## src/rtl/plc_instr_fetch_pkg.sv

```systemverilog
// Shared IL instruction-set constants for the PLC CPU.
// This package holds the opcode encodings and the field widths of an IL word.
// The fetch stage needs only I_JMP. The other opcodes are listed so that the
// encoding table stays in one place.
package plc_instr_fetch_pkg;

    // IL word layout: opcode in the top IL_OPW bits, operand in the rest.
    localparam int IL_DW   = 16;
    localparam int IL_AW   = 12;
    localparam int IL_OPW  = 4;
    localparam int IL_ARGW = IL_DW - IL_OPW;

    // Width of the completed-scan counter.
    localparam int SCAN_CNT_W = 16;

    // Opcode encodings.
    localparam logic [IL_OPW-1:0] I_NOP  = 4'h0;
    localparam logic [IL_OPW-1:0] I_LD   = 4'h1;
    localparam logic [IL_OPW-1:0] I_LDN  = 4'h2;
    localparam logic [IL_OPW-1:0] I_AND  = 4'h3;
    localparam logic [IL_OPW-1:0] I_OR   = 4'h4;
    localparam logic [IL_OPW-1:0] I_XOR  = 4'h5;
    localparam logic [IL_OPW-1:0] I_ST   = 4'h6;
    localparam logic [IL_OPW-1:0] I_JMPC = 4'hB;
    localparam logic [IL_OPW-1:0] I_JMP  = 4'hC;
    localparam logic [IL_OPW-1:0] I_CAL  = 4'hD;
    localparam logic [IL_OPW-1:0] I_RET  = 4'hE;

endpackage

```

## src/rtl/plc_instr_fetch_if.sv

```systemverilog
// Program-memory bus and instruction-register handshake between the fetch
// stage (master) and its memory and execute-stage partners (slave).
interface plc_instr_fetch_if
    import plc_instr_fetch_pkg::*;
#(
    parameter int DW  = IL_DW,
    parameter int AW  = IL_AW,
    parameter int OPW = IL_OPW
);
    logic [AW-1:0]     pm_a;
    logic [DW-1:0]     pm_dq;
    logic              ir_valid;
    logic              ir_ready;
    logic [OPW-1:0]    ir_op;
    logic [DW-OPW-1:0] ir_arg;
    logic [AW-1:0]     ir_pc;

    modport master (
        output pm_a, ir_valid, ir_op, ir_arg, ir_pc,
        input  pm_dq, ir_ready
    );

    modport slave (
        input  pm_a, ir_valid, ir_op, ir_arg, ir_pc,
        output pm_dq, ir_ready
    );
endinterface

```

## src/rtl/plc_scan_watchdog.sv

```systemverilog
// Scan watchdog. It counts the words fetched in the current scan.
// trip asserts combinationally on the increment that brings the count to
// WDOG_MAX. The count saturates there until it is cleared.
module plc_scan_watchdog #(
    parameter int WDOG_MAX = 4096
) (
    input  logic clk,
    input  logic rst_n,
    input  logic clr,
    input  logic inc,
    output logic trip
);
    localparam int CW = $clog2(WDOG_MAX + 1);

    logic [CW-1:0] count_reg;
    logic [CW-1:0] count_next;

    // Clear has priority over increment. Saturation keeps a stuck count from wrapping back.
    always_comb begin
        count_next = count_reg;
        if (clr) begin
            count_next = '0;
        end else if (inc && (count_reg != CW'(WDOG_MAX))) begin
            count_next = count_reg + 1'b1;
        end
    end

    // Count register.
    always_ff @(posedge clk or negedge rst_n) begin
        if (!rst_n) begin
            count_reg <= '0;
        end else begin
            count_reg <= count_next;
        end
    end

    assign trip = inc && (count_reg == CW'(WDOG_MAX - 1));
endmodule

```

## src/rtl/plc_instr_fetch.sv

```systemverilog
// Instruction fetch stage of the PLC CPU. It owns the PC and reads one IL word
// per fetch slot. Unconditional JMPs are resolved here and never reach execute.
// A JMP to END_ADDR closes the scan. The stage counts completed scans and
// faults if a scan runs longer than WDOG_MAX words.
module plc_instr_fetch
    import plc_instr_fetch_pkg::*;
#(
    parameter int            DW         = IL_DW,
    parameter int            AW         = IL_AW,
    parameter int            OPW        = IL_OPW,
    parameter logic [AW-1:0] START_ADDR = '0,
    parameter logic [AW-1:0] END_ADDR   = '1,
    parameter int            WDOG_MAX   = 4096
) (
    input  logic                  clk,
    input  logic                  rst_n,
    input  logic                  run,
    input  logic                  redirect,
    input  logic [AW-1:0]         redirect_addr,
    input  logic                  fault_clr,
    output logic                  scan_done,
    output logic [SCAN_CNT_W-1:0] scan_cnt,
    output logic                  fault,
    plc_instr_fetch_if.master     bus
);
    typedef enum logic [1:0] {
        S_IDLE,
        S_FETCH,
        S_SCAN_END,
        S_HALT
    } state_e;

    state_e                  state_reg, state_next;
    logic [AW-1:0]           pc_reg, pc_next;
    logic                    ir_valid_reg, ir_valid_next;
    logic [OPW-1:0]          ir_op_reg;
    logic [DW-OPW-1:0]       ir_arg_reg;
    logic [AW-1:0]           ir_pc_reg;
    logic [SCAN_CNT_W-1:0]   scan_cnt_reg;
    logic                    fault_reg, fault_next;

    logic                    ir_load;
    logic                    cnt_inc;
    logic                    wd_inc;
    logic                    wd_clr;
    logic                    wd_trip;
    logic                    fetch_slot;
    logic [OPW-1:0]          word_op;
    logic [DW-OPW-1:0]       word_arg;
    logic [AW-1:0]           jmp_tgt;
    logic                    is_jmp;
    logic                    is_end_jmp;

    // Decode the word presented at PM_A = PC.
    assign word_op    = bus.pm_dq[DW-1 -: OPW];
    assign word_arg   = bus.pm_dq[DW-OPW-1:0];
    assign jmp_tgt    = word_arg[AW-1:0];
    assign is_jmp     = (word_op == OPW'(I_JMP));
    assign is_end_jmp = is_jmp && (jmp_tgt == END_ADDR);

    // A word is consumed when the IR is free or is being taken this cycle.
    assign fetch_slot = !ir_valid_reg || bus.ir_ready;
    // A redirect discards the word in flight, so that word is not counted.
    assign wd_inc     = (state_reg == S_FETCH) && !redirect && fetch_slot;

    plc_scan_watchdog #(
        .WDOG_MAX (WDOG_MAX)
    ) u_wdog (
        .clk   (clk),
        .rst_n (rst_n),
        .clr   (wd_clr),
        .inc   (wd_inc),
        .trip  (wd_trip)
    );

    // Next-state and control decode. A redirect outranks JMP, end-of-scan and watchdog.
    always_comb begin
        state_next    = state_reg;
        pc_next       = pc_reg;
        ir_valid_next = ir_valid_reg;
        fault_next    = fault_reg;
        ir_load       = 1'b0;
        cnt_inc       = 1'b0;
        wd_clr        = 1'b0;
        scan_done     = 1'b0;
        case (state_reg)
            S_IDLE: begin
                if (run) begin
                    state_next = S_FETCH;
                end
            end
            S_FETCH: begin
                if (redirect) begin
                    ir_valid_next = 1'b0;
                    pc_next       = redirect_addr;
                end else if (fetch_slot) begin
                    if (is_end_jmp) begin
                        // End-of-scan beats a watchdog trip on the same word.
                        ir_valid_next = 1'b0;
                        state_next    = S_SCAN_END;
                    end else if (wd_trip) begin
                        fault_next    = 1'b1;
                        ir_valid_next = 1'b0;
                        state_next    = S_HALT;
                    end else if (is_jmp) begin
                        ir_valid_next = 1'b0;
                        pc_next       = jmp_tgt;
                    end else begin
                        ir_load       = 1'b1;
                        ir_valid_next = 1'b1;
                        pc_next       = pc_reg + 1'b1;
                    end
                end
            end
            S_SCAN_END: begin
                if (redirect) begin
                    ir_valid_next = 1'b0;
                    pc_next       = redirect_addr;
                    state_next    = S_FETCH;
                end else begin
                    scan_done  = 1'b1;
                    cnt_inc    = 1'b1;
                    wd_clr     = 1'b1;
                    pc_next    = START_ADDR;
                    state_next = run ? S_FETCH : S_IDLE;
                end
            end
            S_HALT: begin
                ir_valid_next = 1'b0;
                if (fault_clr) begin
                    fault_next = 1'b0;
                    wd_clr     = 1'b1;
                    pc_next    = START_ADDR;
                    state_next = S_IDLE;
                end
            end
            default: begin
                state_next = S_IDLE;
            end
        endcase
    end

    // State, PC, IR and status registers.
    always_ff @(posedge clk or negedge rst_n) begin
        if (!rst_n) begin
            state_reg    <= S_IDLE;
            pc_reg       <= START_ADDR;
            ir_valid_reg <= 1'b0;
            ir_op_reg    <= '0;
            ir_arg_reg   <= '0;
            ir_pc_reg    <= '0;
            scan_cnt_reg <= '0;
            fault_reg    <= 1'b0;
        end else begin
            state_reg    <= state_next;
            pc_reg       <= pc_next;
            ir_valid_reg <= ir_valid_next;
            fault_reg    <= fault_next;
            if (ir_load) begin
                ir_op_reg  <= word_op;
                ir_arg_reg <= word_arg;
                ir_pc_reg  <= pc_reg;
            end
            if (cnt_inc) begin
                scan_cnt_reg <= scan_cnt_reg + 1'b1;
            end
        end
    end

    assign bus.pm_a     = pc_reg;
    assign bus.ir_valid = ir_valid_reg;
    assign bus.ir_op    = ir_op_reg;
    assign bus.ir_arg   = ir_arg_reg;
    assign bus.ir_pc    = ir_pc_reg;
    assign scan_cnt     = scan_cnt_reg;
    assign fault        = fault_reg;
endmodule

```

## src/flat_wrapper.sv

```systemverilog
// flat-port wrapper written by rule: the top's interface ports become plain ports
module plc_instr_fetch_flat import plc_instr_fetch_pkg::*;
#(
    parameter int            DW         = IL_DW,
    parameter int            AW         = IL_AW,
    parameter int            OPW        = IL_OPW,
    parameter logic [AW-1:0] START_ADDR = '0,
    parameter logic [AW-1:0] END_ADDR   = '1,
    parameter int            WDOG_MAX   = 4096
)
  (clk, rst_n, run, redirect, redirect_addr, fault_clr, scan_done, scan_cnt, fault, bus_pm_a, bus_ir_valid, bus_ir_op, bus_ir_arg, bus_ir_pc, bus_pm_dq, bus_ir_ready);
  plc_instr_fetch_if #(.DW(DW), .AW(AW), .OPW(OPW)) bus_i ();
  input  logic clk;
  input  logic rst_n;
  input  logic run;
  input  logic redirect;
  input  logic [AW-1:0] redirect_addr;
  input  logic fault_clr;
  output logic scan_done;
  output logic [SCAN_CNT_W-1:0] scan_cnt;
  output logic fault;
  output wire logic [$bits(bus_i.pm_a)-1:0] bus_pm_a;
  output wire logic [$bits(bus_i.ir_valid)-1:0] bus_ir_valid;
  output wire logic [$bits(bus_i.ir_op)-1:0] bus_ir_op;
  output wire logic [$bits(bus_i.ir_arg)-1:0] bus_ir_arg;
  output wire logic [$bits(bus_i.ir_pc)-1:0] bus_ir_pc;
  input wire logic [$bits(bus_i.pm_dq)-1:0] bus_pm_dq;
  input wire logic [$bits(bus_i.ir_ready)-1:0] bus_ir_ready;
  assign bus_pm_a = bus_i.pm_a;
  assign bus_ir_valid = bus_i.ir_valid;
  assign bus_ir_op = bus_i.ir_op;
  assign bus_ir_arg = bus_i.ir_arg;
  assign bus_ir_pc = bus_i.ir_pc;
  assign bus_i.pm_dq = bus_pm_dq;
  assign bus_i.ir_ready = bus_ir_ready;
  plc_instr_fetch #(.DW(DW), .AW(AW), .OPW(OPW), .START_ADDR(START_ADDR), .END_ADDR(END_ADDR), .WDOG_MAX(WDOG_MAX)) u_core (.clk(clk), .rst_n(rst_n), .run(run), .redirect(redirect), .redirect_addr(redirect_addr), .fault_clr(fault_clr), .scan_done(scan_done), .scan_cnt(scan_cnt), .fault(fault), .bus(bus_i));
endmodule
```

## config.mk

```make
export PLATFORM = sky130hd
export DESIGN_NAME = plc_instr_fetch_flat
export DESIGN_NICKNAME = d
export VERILOG_FILES = /design/src/rtl/plc_instr_fetch_pkg.sv /design/src/rtl/plc_instr_fetch_if.sv /design/src/rtl/plc_scan_watchdog.sv /design/src/rtl/plc_instr_fetch.sv /design/src/flat_wrapper.sv
export SDC_FILE = /design/constraint.sdc
export NUM_CORES = 1
export LEC_CHECK = 0
export ABC_AREA = 0
export ABC_CLOCK_PERIOD_IN_PS = 5600
export CORE_UTILIZATION = 53
export CTS_CLUSTER_DIAMETER = 150
export DETAILED_ROUTE_END_ITERATION = 12
export MAX_ROUTING_LAYER = met4
export PLACE_DENSITY_LB_ADDON = 0.15
export SLEW_MARGIN = 20
export SYNTH_ARGS = -nofsm -noshare
export SYNTH_HDL_FRONTEND = slang
export SYNTH_SLANG_ARGS = --single-unit
export TNS_END_PERCENT = 30
```

## constraint.sdc

```tcl
create_clock -name clk -period 5.6 [get_ports clk]
set_input_delay 1.12 -clock clk [delete_from_list [all_inputs] [get_ports clk]]
set_output_delay 1.12 -clock clk [all_outputs]
set_load 0.01 [all_outputs]
```

==> impl_metrics.env <==
export IMPL_min_path_cells=1
export IMPL_finalCoreUtilization_pct=71.6
export IMPL_layout_common_cells="clkdlybuf4s50_1, dfrtp_1, mux2_2"
export IMPL_dieArea_um2=7310
export IMPL_yosys_warnings=0
export IMPL_clk_pin_slew_ps=80
export IMPL_h_tree_depth=3
export IMPL_outcome="complete, no violations"
export IMPL_num_nets_final=465
export IMPL_ff2ff_path_depth=5
export IMPL_r2r_start="u_core.state_reg[1]"
export IMPL_cts_sinks=73
export IMPL_dp_hpwl_um=5990
export IMPL_clockBufferDepth=2
export IMPL_setup_worst_path_end_class="flop"
export IMPL_rrSetupSlack_ps=2270
export IMPL_wire_per_inst_um=17.0
export IMPL_remaining_drc_errors=0
export IMPL_ys_ff_latch=73
export IMPL_fin_crit_sh_pct=74.6
export IMPL_fin_crit_ps=4180
export IMPL_crit_arrival_ps=4420
export IMPL_nFillCells=504
export IMPL_grt_pass1_wl_um=14300
export IMPL_crit_end="u_core.bus.ir_arg[4]"
export IMPL_hold_class="flop to flop"
export IMPL_drt_initial_drc_count=163
export IMPL_setup_tns_ps=0
export IMPL_worst_slew_margin_rel_pct=37.3
export IMPL_critPathLaunchType="primary input"
export IMPL_first_global_vias=2881
export IMPL_port_buffers=92
export IMPL_vias=2950
export IMPL_drtAntennaViolNets=0
export IMPL_grtUsageTotal_pct=26.6
export IMPL_cts_resized=0
export IMPL_cts_root_buf="clkbuf_8"
export IMPL_vias_per_cell=5.76
export IMPL_slowest_stage="nor3_4"
export IMPL_syn_num_nets=378
export IMPL_crit_chain="clkdlybuf4s50_1, nor2_2, nand3_1, nor3_4, buf_4, mux2_2"
export IMPL_hold_viol=0
export IMPL_synth_avg_cell_area_um2=10.9
export IMPL_synthFlopType="dfrtp_1"
export IMPL_io_pins=93
export IMPL_antenna_cells=0
export IMPL_ir_drop_mv=0.183
export IMPL_area_growth_pct=31.0
export IMPL_grt_overflow_total=0
export IMPL_floorplan_initialDensity_pct=54.7
export IMPL_max_slew_worst_pin_slew_ps=938
export IMPL_final_max_slew_violation_count=0
export IMPL_crit_fanout=18
export IMPL_drive_gt1_share_pct=14.6
export IMPL_max_cap_violations=0
export IMPL_syn_inst=340
export IMPL_setup_viol=0
export IMPL_finClkSkew_ps=10.6
export IMPL_ys_seq_area_share_pct=49.5
export IMPL_row_count=30
export IMPL_postCtsSetupBuffers=0
export IMPL_first_pass_iters=5
export IMPL_clk_latency_ps=360
export IMPL_largest_reg_flops=16
export IMPL_power_density_nw_per_um2=307
export IMPL_die_x_um=85.5
export IMPL_rsz0062_at_grt="no"
export IMPL_reg2reg_to="u_core.bus.ir_arg[4]"
export IMPL_numCtsBuffers=9
export IMPL_critical_path_startpoint="redirect"
export IMPL_cts_tree="yes"
export IMPL_max_freq_ghz=0.239
export IMPL_grt_max_degree=74
export IMPL_die_h_um=85.5
export IMPL_slowest_delay_ps=930
export IMPL_layout_commonest_cell="clkdlybuf4s50_1"
export IMPL_routed_wl_um=8680
export IMPL_core_area_um2=6760
export IMPL_antenna_found_initial=0
export IMPL_syn_cell_area_um2=3690
export IMPL_synth_edff_count=0
export IMPL_async_flop_share_pct=100
export IMPL_synth_cell_types=53
export IMPL_cp_required_ps=5850
export IMPL_gp_congestion=0.870
export IMPL_crit_type="primary input to flop"
export IMPL_power_leakage_nw=2.02
export IMPL_ctsHoldBuffers=0
[synth_stat cells, types with 8 or more instances]
library cell | number | area (µm²)
o21ai_0 | 17 | 85.1
dfrtp_1 | 73 | 1830
nor3_1 | 11 | 55.1
clkbuf_1 | 11 | 41.3
xnor2_1 | 22 | 193
mux2_4 | 8 | 120
mux2_2 | 27 | 304
inv_1 | 9 | 33.8
a21oi_1 | 13 | 65.1
nand3_1 | 12 | 60.1
nor2_1 | 16 | 60.1
nand4_1 | 14 | 87.6
nand2_1 | 25 | 93.8
[worst min-delay path by stage]
stage	end	start	slack (ps)
global placement	u_core.scan_cnt[15]	u_core.scan_cnt[15]	460
floorplan	u_core.scan_cnt[15]	u_core.scan_cnt[15]	500
finish	u_core.scan_cnt[15]	u_core.scan_cnt[15]	470
detailed placement	u_core.scan_cnt[15]	u_core.scan_cnt[15]	460
CTS	u_core.scan_cnt[15]	u_core.scan_cnt[15]	470
global route	u_core.scan_cnt[15]	u_core.scan_cnt[15]	500
[kinds of logic after synthesis]
family	after synthesis	synth area share (%)
compound gates	57	9.96
xor+xnor	27	6.40
fa+ha+maj	4	1.36
buf+inv	27	3.39
flops	73	49.5
mux	39	12.6
simple gates	113	16.9
[critical path: cells and delay by family]
| kind | cells | cell delay (ps) |
|---|---|---|
| and+or+nand+nor | 3 | 2020 |
| buffers and inverters | 2 | 910 |
| muxes | 1 | 360 |
[area by class of cell]
cell class | count | area, µm² | share of cell area, %
Multi-Input combinational cell | 240 | 1750 | 36.1
Timing Repair Buffer | 94 | 933 | 19.3
Clock buffer | 11 | 141 | 2.92
Clock inverter | 5 | 55.1 | 1.14
Inverter | 9 | 33.8 | 0.698
Sequential cell | 73 | 1830 | 37.8
Tap cell | 80 | 100 | 2.07
[per-layer routing]
layer	track usage, %	up-vias	wire length (µm)	share of wire (%)
met2	41.0	110	4130	48
li1	-	1397	-	-
met5	-	-	0	0
met1	33.9	1426	3870	45
met3	6.32	17	503	5.8
met4	10.6	0	174	2.0
[per-stage QoR]
step,cell area [µm²],hold WS (ps),std cells,setup slack (ps),power (mW)
floorplan,3690,504,340,2780,0.882
global placement,4640,460,496,1230,1.07
detailed placement,4640,464,496,1110,1.08
CTS,4840,474,512,1450,1.49
global route,4840,497,512,1250,1.56
finish,4840,474,512,1420,1.48
[power by group]
group | internal (mW) | total (mW) | leakage (nW) | switching (mW)
clock network | 0.216 | 0.418 | 0.0953 | 0.201
logic | 0.224 | 0.384 | 1.00 | 0.160
registers | 0.607 | 0.684 | 0.920 | 0.0772
(Power assumes the default switching activity.)
